### config.mk
export PLATFORM = sky130hd
export DESIGN_NAME = alu_ctrl_md
export DESIGN_NICKNAME = d
export VERILOG_FILES = /design/src/rtl/alu_ctrl_md.sv
export SDC_FILE = /design/constraint.sdc
export NUM_CORES = 1
export LEC_CHECK = 0
export CORE_UTILIZATION = 45
export CTS_CLUSTER_SIZE = 28
export DETAILED_ROUTE_END_ITERATION = 8
export GPL_TIMING_DRIVEN = 0
export PLACE_DENSITY_LB_ADDON = 0.25
export SYNTH_ARGS = -nofsm -noshare
export SYNTH_HDL_FRONTEND = slang
export SYNTH_SLANG_ARGS = --single-unit
### constraint.sdc
create_clock -name clk_i -period 4.5 [get_ports clk_i]
set_clock_uncertainty 0.1 [all_clocks]
set_input_delay 0.45 -clock clk_i [delete_from_list [all_inputs] [get_ports clk_i]]
set_output_delay 0.45 -clock clk_i [all_outputs]
set_load 0.01 [all_outputs]
### src/rtl/alu_ctrl_md.sv
// ALU control decoder with an iterative shift-add HI/LO multiplier (mult/multu)
// and mfhi/mflo read port; stalls upstream while a multiply is in flight.
module alu_ctrl_md #(
    parameter int DATA_W = 32,
    parameter int CNT_W  = $clog2(DATA_W) + 1
) (
    input  logic              clk_i,
    input  logic              rst_i,
    input  logic              valid_i,
    input  logic              kill_i,
    input  logic [1:0]        ALUOp_i,
    input  logic [5:0]        funct_i,
    input  logic [DATA_W-1:0] rs_i,
    input  logic [DATA_W-1:0] rt_i,
    output logic [2:0]        ALUCtrl_o,
    output logic              stall_o,
    output logic              done_o,
    output logic [DATA_W-1:0] md_res_o,
    output logic              md_res_valid_o
);

    localparam logic [1:0] S_IDLE = 2'd0;
    localparam logic [1:0] S_BUSY = 2'd1;
    localparam logic [1:0] S_DONE = 2'd2;

    localparam logic [5:0] F_ADD   = 6'b100000;
    localparam logic [5:0] F_SUB   = 6'b100010;
    localparam logic [5:0] F_AND   = 6'b100100;
    localparam logic [5:0] F_OR    = 6'b100101;
    localparam logic [5:0] F_SLT   = 6'b101010;
    localparam logic [5:0] F_MULT  = 6'b011000;
    localparam logic [5:0] F_MULTU = 6'b011001;
    localparam logic [5:0] F_MFHI  = 6'b010000;
    localparam logic [5:0] F_MFLO  = 6'b010010;

    logic [1:0]          state;
    logic [CNT_W-1:0]    cnt;
    logic [DATA_W-1:0]   mplier;
    logic [2*DATA_W-1:0] mcand;
    logic [2*DATA_W-1:0] acc;
    logic                neg;
    logic [DATA_W-1:0]   hi;
    logic [DATA_W-1:0]   lo;

    logic                is_r;
    logic                is_mul;
    logic                is_signed;
    logic                issue;
    logic                last;
    logic [DATA_W-1:0]   rs_mag;
    logic [DATA_W-1:0]   rt_mag;
    logic [2*DATA_W-1:0] acc_step;
    logic [2*DATA_W-1:0] prod;

    assign is_r      = (ALUOp_i == 2'b10);
    assign is_signed = is_r && (funct_i == F_MULT);
    assign is_mul    = is_r && ((funct_i == F_MULT) || (funct_i == F_MULTU));
    assign issue     = (state == S_IDLE) && valid_i && is_mul && !kill_i;
    assign last      = (cnt == CNT_W'(DATA_W - 1));

    // Magnitudes stay DATA_W wide unsigned, so the most-negative value maps to itself correctly.
    assign rs_mag = (is_signed && rs_i[DATA_W-1]) ? (~rs_i + 1'b1) : rs_i;
    assign rt_mag = (is_signed && rt_i[DATA_W-1]) ? (~rt_i + 1'b1) : rt_i;

    assign acc_step = acc + (mplier[0] ? mcand : '0);
    assign prod     = neg ? (~acc_step + 1'b1) : acc_step;

    always_comb begin
        ALUCtrl_o = 3'b010;
        case (ALUOp_i)
            2'b00: ALUCtrl_o = 3'b010;
            2'b01: ALUCtrl_o = 3'b110;
            2'b10: begin
                case (funct_i)
                    F_ADD:          ALUCtrl_o = 3'b010;
                    F_SUB:          ALUCtrl_o = 3'b110;
                    F_AND:          ALUCtrl_o = 3'b000;
                    F_OR:           ALUCtrl_o = 3'b001;
                    F_SLT:          ALUCtrl_o = 3'b111;
                    F_MULT, F_MULTU: ALUCtrl_o = 3'b011;
                    default:        ALUCtrl_o = 3'b010;
                endcase
            end
            default: ALUCtrl_o = 3'b010;
        endcase
    end

    always_ff @(posedge clk_i) begin
        if (rst_i) begin
            state  <= S_IDLE;
            cnt    <= '0;
            mplier <= '0;
            mcand  <= '0;
            acc    <= '0;
            neg    <= 1'b0;
            hi     <= '0;
            lo     <= '0;
        end else if (kill_i) begin
            state <= S_IDLE;
        end else begin
            case (state)
                S_IDLE: begin
                    if (issue) begin
                        mcand  <= {{DATA_W{1'b0}}, rs_mag};
                        mplier <= rt_mag;
                        neg    <= is_signed && (rs_i[DATA_W-1] ^ rt_i[DATA_W-1]);
                        acc    <= '0;
                        cnt    <= '0;
                        state  <= S_BUSY;
                    end
                end
                S_BUSY: begin
                    acc    <= acc_step;
                    mcand  <= mcand << 1;
                    mplier <= mplier >> 1;
                    cnt    <= cnt + 1'b1;
                    if (last) begin
                        {hi, lo} <= prod;
                        state    <= S_DONE;
                    end
                end
                S_DONE:  state <= S_IDLE;
                default: state <= S_IDLE;
            endcase
        end
    end

    // DONE is a read window too, so mfhi/mflo there see the freshly committed HI/LO.
    always_comb begin
        stall_o        = !rst_i && !kill_i && (issue || (state == S_BUSY));
        done_o         = !rst_i && !kill_i && (state == S_DONE);
        md_res_o       = '0;
        md_res_valid_o = 1'b0;
        if (!rst_i && valid_i && is_r && ((state == S_IDLE) || (state == S_DONE))) begin
            if (funct_i == F_MFHI) begin
                md_res_o       = hi;
                md_res_valid_o = 1'b1;
            end else if (funct_i == F_MFLO) begin
                md_res_o       = lo;
                md_res_valid_o = 1'b1;
            end
        end
    end

endmodule

* Word-level counts from Yosys, hierarchy flattened
Cells that the tools add are included.
W data, S select, Z words.
** Word-level totals
- Flip-flop bits (word level) :: 233
- Latch bits :: 0
- ROM bits :: 0
- Logic and storage cells :: 83
- Output and inout bits :: 38
- Memories kept :: 0
- RAM bits :: 0
** Cells by class
- Order comparisons :: 0
- Reductions and logical operators :: 27
- Equal/unequal tests :: 15
- Multiplexer cells :: 23
- $mul :: 0
- $add $sub $neg :: 5
- Shifts and indexed selects :: 0
- Divide/modulo/power cells :: 0
- Bitwise logic cells :: 5
** Operators by type and width (count)
- $mux W64 :: 4
- $pmux W64 S2 :: 2
- $mux W32 :: 6
- $add A32 B1 Y32 const B :: 2
- $add A64 B1 Y64 const B :: 1
- $add A64 B64 Y64 :: 1
- $not A32 Y32 :: 2
- $not A64 Y64 :: 1
- $pmux W32 S2 :: 1
- $eq A6 B5 Y1 const B :: 5
- $eq A6 B6 Y1 const B :: 4
- $pmux W3 S5 :: 1
- $logic_and A1 B1 Y1 :: 14
- $pmux W6 S2 :: 1
- $reduce_and A3 Y1 :: 3
- $add A6 B1 Y6 const B :: 1
- $mux W6 :: 1
- $pmux W3 S2 :: 1
- $eq A2 B1 Y1 const B :: 2
- $eq A2 B2 Y1 const B :: 2
- $mux W2 :: 2
- $ne A2 B2 Y1 const B :: 2
- $pmux W2 S2 :: 1
- $reduce_or A2 Y1 :: 2
- 8 further kinds :: 13

* Logic depth before layout (Yosys ltp)
- Depth after elaboration :: 7
- Depth in mapped cells :: 19
- Depth with buffers taken out :: 16

* Worst setup path after synthesis
OpenSTA, ideal clock, no wires.
- Kind :: register to register
- Start :: register mplier[0]
- End :: register hi[19]
- Required time :: 4283 ps
- Stages on the path, launching flop included :: 19
- Setup slack :: -239 ps
- Period minus slack after synthesis :: 4739 ps
- Arrival :: 4522 ps
- Buffers on the path :: 2
- Cell sequence :: dfxtp_1 > clkbuf_1 > clkbuf_1 > and2_1 > ha_1 > inv_1 > fa_1 > nor2b_1 > o211ai_4 > a2111oi_4 > nor3_2 > xnor2_1 > or3_1 > or4b_4 > or3_4 > nor4_4 > a31oi_1 > xnor2_1 > a22o_1
** On the way
- Cells in the longest elaborated chain, start to end :: 5
** RTL lines
- start, declared :: RTL line 38 : logic [DATA_W-1:0] mplier;
- start signal, assigned :: RTL line 105 : mplier <= rt_mag;
- start signal, assigned :: RTL line 115 : mplier <= mplier >> 1;
- $mux W64 * :: RTL line 65 : assign acc_step = acc + (mplier[0] ? mcand : '0);
- $add A64 B64 Y64 * :: RTL line 65
- $not A64 Y64 :: RTL line 66 : assign prod = neg ? (~acc_step + 1'b1) : acc_step;
- $add A64 B1 Y64 :: RTL line 66
- $mux W64 * :: RTL line 66
- end signal, assigned :: RTL line 118 : {hi, lo} <= prod;
- end, declared :: RTL line 42 : logic [DATA_W-1:0] hi;
Every way passes the cells marked *; elsewhere a longest branch is shown, timed or not.
A chain may end at the register's enable or synchronous reset.

* Worst setup path after layout
- Start :: register mplier[0]
- End :: register hi[20]
The elaborated chain is that of the path after synthesis.

==> flow_summary.toml <==
[drt]
drtIter0Drc = 1424
viasPerCell = 6.04
drc_errors = 0
final_antenna_net_count = 0
vias = 18800
dr.pass1.iters = 7
routed_wl_um = 65600
wl_per_cell_um = 21.1

[die]
die_area_um2 = 39300
initial_core_util = 0.459
core-area_um2 = 37800
rows = 71
die_w_um = 198
fp.dieH_um = 198
ios = 114

[place]
place_ws_ns = -1.05
hpwl_um = 51300
io_buffers = 111
globalplace.congestion = 0.989
place_inst = 2991
postPlaceCellArea_um2 = 19100

[clocking]
cts_max_level = 1
path_clk_slew_ns = 0.06
cts_tree = "done"
clockRootBuffer = "clkbuf_16"
cts_buffers = 27
clk_path_buf_depth = 3
insertion_delay_ns = 0.57
cts.sinks = 233

[synthesis]
syn_avg_cell_area_um2 = 7.31
synth_seq_cells = 233
syn_inst = 2369
ys_types = 103
synth_area_um2 = 17300
ys.flop_type = "dfxtp_1"
yosys_warnings = 0
async_reset_ff_frac = 0
synth_edf_count = 0
synth_nets = 2515
yosysSeqAreaShare = 0.269

[worst_setup_path]
path_cells = "buf_8 -> clkbuf_16 -> and2_4 -> ha_4 -> inv_2 -> fa_2 -> nor2b_4 -> o211ai_4 -> a2111oi_4 -> buf_4 -> nor3_2 -> xnor2_2 -> or3_1 -> or4b_4 -> nor4_4 -> buf_4 -> nand2b_4 -> buf_12 -> o41ai_4 -> xnor2_2 -> a211oi_2"
worst_path_largest_cell_delay_ns = 0.57
cp-end-kind = "register"
cp-start-kind = "register"
cp.arrival_ns = 5.23
crit_buf_inv = 6
crit_type = "register to register"
path_max_fanout = 7
worst_ep_required_time_ns = 4.81
critical_path.top_delay_family = "simple AND/OR/NAND/NOR gates"
slowest_stage = "or4b_4"

[timing]
final_hold_viol_count = 0
rsz0062_at_grt = "yes"
setup_viol = 35
timing.slew.headroom = 0.169
finalCriticalPeriod_ns = 4.91
fin_ws_ns = -0.415
tns_ns = -7.65
max_freq_mhz = 203
fin_crit_sh = 1.09
drv_slew = 0
worst_slew_pin_slew_ns = 1.24

[final_layout]
nets = 2722
syn2layout_area_growth_pct = 24.7
stdcell_count = 3108
design_area_um2 = 21600
layout-drive-gt1-share = 0.133
final_cell_mix = "337 x nor2_1, 232 x dfxtp_1, 222 x nand2_1"
fill_cells = 3579
final_common_cell = "nor2_1"

[global_routing]
grt-ovfl-total = 0
grt_pass1_wl_um = 99300
grt_pass1_vias = 17600
grt_antenna_before_repair = 1
track_usage = 0.326
grt_max_degree = 14

[power]
p_leak_nw = 8.21
ir_drop_mv = 0.241
p_total_w = 0.00441
power_per_cell_area_nw_per_um2 = 204

[run_status]
violations = "negative setup slack"
status = "complete, but fails checks"

[job]
maxCapViolations = 0

[worst_hold_path]
hold_path.class = "register to register"
[stage by stage]
step,utilization,hold slack [ns]
floorplan,-,0.324
global placement,0.506,0.337
detailed placement,0.506,0.344
CTS,0.556,0.352
global route,0.572,0.373
finish,0.572,0.350
[Yosys cell counts, types with 5 or more instances]
cell type | number | area share
nand2_1 | 224 | 0.049
nor2_1 | 342 | 0.074
o21ai_1 | 21 | 0.0061
o211ai_1 | 10 | 0.0043
nand3b_1 | 6 | 0.0026
a22oi_1 | 19 | 0.0082
a311oi_1 | 18 | 0.0091
nor2b_1 | 10 | 0.0036
inv_1 | 32 | 0.0069
o211a_1 | 5 | 0.0029
xor2_1 | 70 | 0.035
xnor2_1 | 72 | 0.036
a21o_1 | 34 | 0.015
a31oi_1 | 30 | 0.011
o21a_1 | 15 | 0.0065
buf_2 | 23 | 0.0066
ha_1 | 69 | 0.050
buf_1 | 9 | 0.0020
a21oi_2 | 7 | 0.0035
and2_1 | 77 | 0.028
dfxtp_1 | 233 | 0.27
a21oi_1 | 237 | 0.068
nor4_1 | 23 | 0.0083
or4_1 | 10 | 0.0043
o31ai_1 | 21 | 0.0091
o41ai_1 | 5 | 0.0025
and4_1 | 9 | 0.0046
mux2i_1 | 40 | 0.023
o21bai_1 | 7 | 0.0030
a21boi_0 | 5 | 0.0022
nand4_1 | 43 | 0.016
clkbuf_1 | 129 | 0.028
o21ai_0 | 95 | 0.027
nand3_1 | 94 | 0.027
or3_1 | 36 | 0.013
a211oi_1 | 93 | 0.040
or2_2 | 10 | 0.0036
nor3_1 | 47 | 0.014
nand2b_1 | 15 | 0.0054
and3_1 | 11 | 0.0040
[power breakdown]
group          internal, W  switching, W
sequential         0.00206   0.000000674
combinational    0.0000973      0.000123
clock              0.00119      0.000934
total              0.00335       0.00106
[worst min-delay path, stage by stage, from the launching register on]
cell and delay (ns):
dfxtp_1 0.31, nand2_1 0.05, o21ai_1 0.05
[final timing paths]
check           end  depth (start not counted)  slack, ns  startpoint
max          hi[20]                         21      -0.41   mplier[0]
min          hi[31]                          2       0.35      hi[31]
max reg2reg  hi[20]                         21      -0.41   mplier[0]
min reg2reg  hi[31]                          2       0.35      hi[31]
[registers in the layout, indices dropped and copies added (netlist names)]
signal / flops
hi: 32
neg: 1
acc: 64
mplier: 32
mcand: 64
cnt: 6
state: 2
lo: 32
[cell type report]
| type | count | area, um2 | area share |
|---|---|---|---|
| clock buffers | 39 | 771 | 0.0357 |
| clock inverters | 10 | 72.6 | 0.00336 |
| flip-flops and latches | 233 | 4670 | 0.216 |
| well taps | 511 | 639 | 0.0296 |
| repair buffers | 184 | 1730 | 0.0799 |
| inverters | 32 | 120 | 0.00556 |
| plain buffers | 162 | 747 | 0.0346 |
| multi-input cells | 1936 | 12900 | 0.595 |
| diodes | 1 | 2.50 | 0.000116 |
[layer usage]
metal | routed length (um) | track usage | share of wire
met1 | 28300 | 0.428 | 0.43
met4 | 2430 | 0.118 | 0.037
met2 | 30000 | 0.548 | 0.46
met3 | 4860 | 0.0390 | 0.074
met5 | 0 | 0 | 0
[timing repair]
action                     4_1_cts  5_1_grt
cloned                           1        0
hold buffers                     0        0
pin swaps                       50       55
gates resized for setup        139      104
setup buffers                   47       27
setup endpoints to repair       50       45
[logic make-up (layout without fill, tap and decap cells)]
family	after synthesis	count (layout)	synth area share
AOI/OAI and AO/OA	689	689	0.259
other	0	1	0
muxes	42	42	0.0244
DFF	233	233	0.269
buffers and inverters	200	427	0.0472
adders and majority gates	70	70	0.0510
and+or+nand+nor	992	992	0.276
xor gates and xnor gates	143	143	0.0727
Note: power is estimated with default switching activity, not from simulation.
